===== config.mk =====
export PLATFORM = sky130hd
export DESIGN_NAME = sevenseg_status_mux
export DESIGN_NICKNAME = d
export VERILOG_FILES = /design/src/rtl/sevenseg_status_mux.sv
export SDC_FILE = /design/constraint.sdc
export NUM_CORES = 1
export LEC_CHECK = 0
export CAP_MARGIN = 10
export CORE_AREA = 2 2 78 80
export DETAILED_ROUTE_END_ITERATION = 10
export DIE_AREA = 0 0 80 82
export PLACE_DENSITY = 0.78
export SLEW_MARGIN = 20
export SYNTH_ARGS = -nofsm -noshare
export SYNTH_HDL_FRONTEND = slang
export SYNTH_SLANG_ARGS = --single-unit

===== constraint.sdc =====
create_clock -name clk -period 3.82 [get_ports clk]
set_input_delay 0.382 -clock clk [delete_from_list [all_inputs] [get_ports clk]]
set_output_delay 0.382 -clock clk [all_outputs]
set_load 0.005 [all_outputs]

===== src/rtl/sevenseg_status_mux.sv =====
// N-digit multiplexed seven-segment status driver with dead-time blanking and frame-atomic updates.
// Optional per-digit blinking is compiled in when SEVSEG_BLINK_EN is defined.
module sevenseg_status_mux #(
    parameter int NUM_DIGITS   = 4,
    parameter int REFRESH_DIV  = 100000,
    parameter int BLANK_CYCLES = 64,
    parameter int BLINK_FRAMES = 32
) (
    input  logic                    clk,
    input  logic                    rst_n,
    input  logic                    upd_valid,
    output logic                    upd_ready,
    input  logic [4*NUM_DIGITS-1:0] upd_codes,
    input  logic [NUM_DIGITS-1:0]   upd_blink,
    output logic [6:0]              seg,
    output logic [NUM_DIGITS-1:0]   an,
    output logic                    frame_done
);
    localparam int MAX_LIM = (REFRESH_DIV > BLANK_CYCLES) ? REFRESH_DIV : BLANK_CYCLES;
    localparam int CNT_W   = (MAX_LIM > 1) ? $clog2(MAX_LIM) : 1;
    localparam int DIG_W   = $clog2(NUM_DIGITS);
    localparam logic [CNT_W-1:0] DRIVE_LAST = CNT_W'(REFRESH_DIV - 1);
    localparam logic [CNT_W-1:0] BLANK_LAST = CNT_W'((BLANK_CYCLES > 0) ? BLANK_CYCLES - 1 : 0);
    localparam logic [DIG_W-1:0] DIG_LAST   = DIG_W'(NUM_DIGITS - 1);

    typedef enum logic {S_DRIVE, S_BLANK} state_t;

    state_t                  state_reg;
    logic [DIG_W-1:0]        digit_reg;
    logic [CNT_W-1:0]        cnt_reg;
    logic [6:0]              seg_reg;
    logic [NUM_DIGITS-1:0]   an_reg;
    logic                    frame_done_reg;
    logic                    pending_reg;
    logic [3:0]              active_codes_reg [NUM_DIGITS];
    logic [3:0]              shadow_codes_reg [NUM_DIGITS];
    logic [3:0]              upd_code_arr     [NUM_DIGITS];

    logic [DIG_W-1:0]        digit_inc;
    logic                    boundary;
    logic                    load_active;
    logic                    accept;
    logic                    blink_off;
    logic [6:0]              seg_next;
    logic [NUM_DIGITS-1:0]   an_next;

    function automatic logic [6:0] glyph(input logic [3:0] code);
        case (code)
            4'h0:    return 7'b1000000;
            4'h1:    return 7'b0100011;
            4'h2:    return 7'b0101111;
            4'h4:    return 7'b1000110;
            4'h8:    return 7'b1000111;
            4'hF:    return 7'b1111111;
            default: return 7'b0111111;
        endcase
    endfunction

    genvar gi;
    for (gi = 0; gi < NUM_DIGITS; gi++) begin : g_digit
        assign upd_code_arr[gi] = upd_codes[4*gi +: 4];
        assign an_next[gi]      = !((state_reg == S_DRIVE) && (digit_reg == DIG_W'(gi)));
    end

    assign digit_inc   = (digit_reg == DIG_LAST) ? '0 : digit_reg + 1'b1;
    // The frame ends on the last digit's dead time, or on its drive slot when there is no dead time.
    assign boundary    = (digit_reg == DIG_LAST) &&
                         ((BLANK_CYCLES == 0) ? (state_reg == S_DRIVE && cnt_reg == DRIVE_LAST)
                                              : (state_reg == S_BLANK && cnt_reg == BLANK_LAST));
    assign load_active = boundary && pending_reg;
    assign accept      = upd_valid && !pending_reg;
    assign seg_next    = (state_reg == S_DRIVE && !blink_off) ? glyph(active_codes_reg[digit_reg])
                                                               : 7'b1111111;

    assign upd_ready  = !pending_reg;
    assign seg        = seg_reg;
    assign an         = an_reg;
    assign frame_done = frame_done_reg;

    always_ff @(posedge clk or negedge rst_n) begin
        if (!rst_n) begin
            state_reg      <= S_DRIVE;
            digit_reg      <= '0;
            cnt_reg        <= '0;
            seg_reg        <= 7'b1111111;
            an_reg         <= '1;
            frame_done_reg <= 1'b0;
        end else begin
            seg_reg        <= seg_next;
            an_reg         <= an_next;
            frame_done_reg <= boundary;
            case (state_reg)
                S_DRIVE: begin
                    if (cnt_reg == DRIVE_LAST) begin
                        cnt_reg <= '0;
                        if (BLANK_CYCLES == 0) digit_reg <= digit_inc;
                        else                   state_reg <= S_BLANK;
                    end else begin
                        cnt_reg <= cnt_reg + 1'b1;
                    end
                end
                S_BLANK: begin
                    if (cnt_reg == BLANK_LAST) begin
                        cnt_reg   <= '0;
                        state_reg <= S_DRIVE;
                        digit_reg <= digit_inc;
                    end else begin
                        cnt_reg <= cnt_reg + 1'b1;
                    end
                end
                default: state_reg <= S_DRIVE;
            endcase
        end
    end

    always_ff @(posedge clk or negedge rst_n) begin
        if (!rst_n) begin
            pending_reg <= 1'b0;
            for (int i = 0; i < NUM_DIGITS; i++) begin
                active_codes_reg[i] <= 4'hF;
                shadow_codes_reg[i] <= 4'hF;
            end
        end else if (load_active) begin
            active_codes_reg <= shadow_codes_reg;
            pending_reg      <= 1'b0;
        end else if (accept) begin
            shadow_codes_reg <= upd_code_arr;
            pending_reg      <= 1'b1;
        end
    end

`ifdef SEVSEG_BLINK_EN
    localparam int FR_W = (BLINK_FRAMES > 1) ? $clog2(BLINK_FRAMES) : 1;
    localparam logic [FR_W-1:0] FR_LAST = FR_W'(BLINK_FRAMES - 1);

    logic [FR_W-1:0]       frame_cnt_reg;
    logic                  blink_phase_reg;
    logic [NUM_DIGITS-1:0] active_blink_reg;
    logic [NUM_DIGITS-1:0] shadow_blink_reg;

    assign blink_off = blink_phase_reg && active_blink_reg[digit_reg];

    always_ff @(posedge clk or negedge rst_n) begin
        if (!rst_n) begin
            frame_cnt_reg    <= '0;
            blink_phase_reg  <= 1'b0;
            active_blink_reg <= '0;
            shadow_blink_reg <= '0;
        end else begin
            if (boundary) begin
                if (frame_cnt_reg == FR_LAST) begin
                    frame_cnt_reg   <= '0;
                    blink_phase_reg <= !blink_phase_reg;
                end else begin
                    frame_cnt_reg <= frame_cnt_reg + 1'b1;
                end
            end
            if (load_active)  active_blink_reg <= shadow_blink_reg;
            else if (accept)  shadow_blink_reg <= upd_blink;
        end
    end
`else
    logic unused_blink;
    assign unused_blink = ^upd_blink;
    assign blink_off    = 1'b0;
`endif

endmodule


==> impl_table.tex <==
\begin{tabular}{lr}
\hline
Metric & Value \\
\hline
\multicolumn{2}{l}{\textbf{Synth}} \\
Syn. warnings & 0 \\
Mux cell area share after synthesis & 17.2\% \\
Main synth FF type & sky130\_fd\_sc\_hd\_\_dfstp\_2 \\
Xor/xnor share of the synthesized area & 4.67\% \\
Part of the Yosys area used for sequential elements & 59.8\% \\
Post-Synthesis Net Count & 234 \\
Average cell area after synthesis & approximately 14 sq um \\
Number of storage elements in the synthesis netlist & 65 \\
Basic-gate share of the synthesized area counting and, or, nand and nor cells & 12.6\% \\
Share of synthesized registers carrying an async set or reset & 100\% \\
Combined area of all synthesized cells & 2810 sq um \\
Adder-cell share of the synthesized area & 2.23\% \\
Number of synthesized flops with an enable pin & 0 \\
Number of library cell types mapped by synthesis & 30 \\
Cells after synthesis & 206 \\
Fraction of the mapped netlist area in compound gates & 1.69\% \\
Combinational family with the most area after synthesis & multiplexers \\
\multicolumn{2}{l}{\textbf{Die}} \\
Horizontal die dimension & 80 um \\
Die Y-Extent & a little over 80 um \\
Initial Utilization & 48.9\% \\
Placeable core area & 5750 sq um \\
Site Rows & 28 \\
Top-level port count & 36 \\
Floorplan die area & 6560 sq um \\
\multicolumn{2}{l}{\textbf{Final layout}} \\
Antenna Cells & 0 \\
Flip-flop count of the largest register after layout & 17 \\
Net count reported at finish & 273 \\
Most common cell after layout, fill and taps aside & sky130\_fd\_sc\_hd\_\_dfstp\_2 \\
Sequential cell area & about 1700 sq um \\
Layout fillers & 458 \\
Commonest non-fill, non-tap cells in the layout & sky130\_fd\_sc\_hd\_\_dfstp\_2 (43), sky130\_fd\_sc\_hd\_\_clkdlybuf4s50\_1 (30), sky130\_fd\_sc\_hd\_\_mux2\_2 (23) \\
Area delta synth->final & 20.2\% \\
Area of combinational cells with multiple inputs & 1080 sq um \\
Utilization after layout & 58.8\% \\
Share of layout cells above drive strength 1 & around two fifths \\
\multicolumn{2}{l}{\textbf{Clock tree}} \\
Insertion delay of the later-clocked pin in the worst-skew pair & $\sim$0.33 ns \\
Post-CTS Setup Bufs & 0 \\
\# H-tree levels & 3 \\
Number of gates given a new drive strength after cts & 0 \\
Clock buffer depth & 2 \\
Clock tree sinks & 65 \\
Hold buffer count at cts & 0 \\
Clk root buf & sky130\_fd\_sc\_hd\_\_clkbuf\_8 \\
Clock tree from TritonCTS & yes \\
Number of buffers created by CTS & 9 \\
Clock edge transition at the registers on the reported setup and hold paths & approximately 0.07 ns \\
\multicolumn{2}{l}{\textbf{Critical path}} \\
Worst path arrival time & $\sim$2.5 ns \\
Largest fanout on the critical path & 17 \\
Critical path capture point type & flip-flop \\
Worst path required time & between 4 and 5 ns \\
Sort of element at the start of the critical path & flip-flop \\
Register-to-Register Path Depth & 5 \\
Category of the most critical setup path & reg2reg \\
\multicolumn{2}{l}{\textbf{Timing}} \\
Pins Over Slew Limit & 0 \\
Worst slew margin & approximately three fifths \\
Final Hold Viols & 0 \\
Fin Clk Skew & approximately 0.0075 ns \\
Setup repair after global routing missed its margin & no \\
Number of setup violations in the final report & 0 \\
Final worst path period need & 2.26 ns \\
Least-Margin Pin Slew & 0.602 ns \\
Highest clock frequency the design can meet & about 0.44 GHz \\
Least setup slack across all paths after layout & about 1.6 ns \\
Post-Route Setup TNS & 0 ns \\
Tcrit/Tclk final & between 50\% and 60\% \\
\multicolumn{2}{l}{\textbf{Placed design}} \\
Placer congestion estimate & 0.820 \\
Number of buffers added on ports & 31 \\
Total half-perimeter wirelength after legalization and detailed placement & about 3000 um \\
Post-Place Worst Slack & 1.55 ns \\
\multicolumn{2}{l}{\textbf{Detailed routing}} \\
Highest metal used & met4 \\
Met2 wire length & slightly above 2000 um \\
Number of remaining DRC errors & 0 \\
Via-per-instance ratio & 5.01 \\
Routed wire length & 4240 um \\
Routed wl met3 & 157 um \\
First-pass DRT Iterations & 4 \\
Via total after detailed routing & 1623 \\
Met1 wire length & 1950 um \\
Average detailed-routed wire length per instance & around 13 um \\
Number of violations reported at the end of detailed-routing iteration 0 & 73 \\
Post-route antenna net violation count & 0 \\
\multicolumn{2}{l}{\textbf{Pwr}} \\
Max rail drop VDD & 198 uV \\
Power density cells & 387 nW/um\^{}2 \\
Leakage & 1.45 nW \\
\multicolumn{2}{l}{\textbf{Global routing}} \\
Number of antenna violations at the first check in global routing & 0 \\
Pin count of the biggest net entering global routing & 37 \\
Total congestion overflow after global routing & 0 \\
Number of global-route vias before repair & roughly 1600 \\
Total track usage & 14.6\% \\
Global-route wire length before repair & 7120 um \\
\multicolumn{2}{l}{\textbf{Outcome}} \\
Result of the run & complete, no violations \\
\multicolumn{2}{l}{\textbf{Flow run}} \\
Max-cap violations & 0 \\
\multicolumn{2}{l}{\textbf{Min path}} \\
Class of the tightest hold or removal check & in2async \\
\hline
\end{tabular}
## logic make-up (layout without fill, tap and decap cells)
logic type | Yosys count | after routing
xor gates and xnor gates | 15 | 15
AOI/OAI and AO/OA | 7 | 7
adders and majority gates | 5 | 5
buffers and inverters | 11 | 54
DFF | 65 | 65
and+or+nand+nor | 67 | 67
muxes | 36 | 36
## per-stage QoR
step                      cell area (sq um)  hold WS [ns]  std cells  power, mW
after floorplan                        2810        0.0864        206      0.767
after global placement                 3200         0.425        309      0.803
after detailed placement               3200         0.423        309      0.806
after CTS                              3380        0.0697        324       1.32
after global routing                   3380        0.0996        324       1.37
final                                  3380        0.0606        324       1.31
## per-layer routing
layer	track usage [%]	up-vias
met5	0	-
met4	7.63	0
met3	4.18	6
met2	22.7	31
met1	18.7	795
li1	-	791
## worst max-delay path, cell delays in order, from the launching register on
cell and delay (ns):
sky130_fd_sc_hd__dfrtp_1 0.43, sky130_fd_sc_hd__or4_1 0.53, sky130_fd_sc_hd__nor3_2 0.26, sky130_fd_sc_hd__and4_4 0.31
sky130_fd_sc_hd__nand3_4 0.27, sky130_fd_sc_hd__mux2_4 0.39
## where the power goes
| part | leakage [nW] | switching (mW) | internal (mW) | total [mW] |
|---|---|---|---|---|
| combinational | 0.613 | 0.0200 | 0.0324 | 0.0524 |
| sequential | 0.735 | 0.0118 | 0.728 | 0.740 |
| clock | 0.0980 | 0.234 | 0.282 | 0.515 |
## cell usage after synthesis, types with 4 or more instances
| cell | n | share of area, % |
|---|---|---|
| sky130_fd_sc_hd__dfstp_2 | 43 | 40 |
| sky130_fd_sc_hd__mux2_2 | 23 | 9.2 |
| sky130_fd_sc_hd__dfrtp_1 | 22 | 20 |
| sky130_fd_sc_hd__nor2_1 | 19 | 2.5 |
| sky130_fd_sc_hd__xnor2_1 | 12 | 3.7 |
| sky130_fd_sc_hd__nand2_1 | 11 | 1.5 |
| sky130_fd_sc_hd__nand3_1 | 11 | 2.0 |
| sky130_fd_sc_hd__mux2_4 | 9 | 4.8 |
| sky130_fd_sc_hd__inv_1 | 6 | 0.80 |
| sky130_fd_sc_hd__and3_1 | 5 | 1.1 |
| sky130_fd_sc_hd__ha_1 | 5 | 2.2 |
| sky130_fd_sc_hd__nand2b_1 | 5 | 1.1 |
| sky130_fd_sc_hd__nand4_1 | 5 | 1.1 |
| sky130_fd_sc_hd__clkbuf_1 | 4 | 0.53 |
| sky130_fd_sc_hd__mux4_2 | 4 | 3.2 |
## worst paths after layout
| kind | from | endpoint | slack, ns |
|---|---|---|---|
| max | cnt_reg[6] | active_codes_reg[6] | 1.56 |
| min | rst_n | cnt_reg[9] | 0.06 |
| max reg2reg | cnt_reg[6] | active_codes_reg[6] | 1.56 |
| min reg2reg | cnt_reg[12] | cnt_reg[12] | 0.49 |
| max in group asynchronous | rst_n | shadow_codes_reg[1] | 2.85 |
| min in group clk | cnt_reg[12] | cnt_reg[12] | 0.49 |
## layout make-up
cell class,instances,share of cell area (%)
clock buffers,12,4.89
clock inverters,3,0.444
inverters,6,0.667
multi-input cells,130,32.0
flip-flops and latches,65,49.7
well taps,75,2.78
repair buffers,33,9.48
Note: power is estimated with default switching activity, not from simulation.
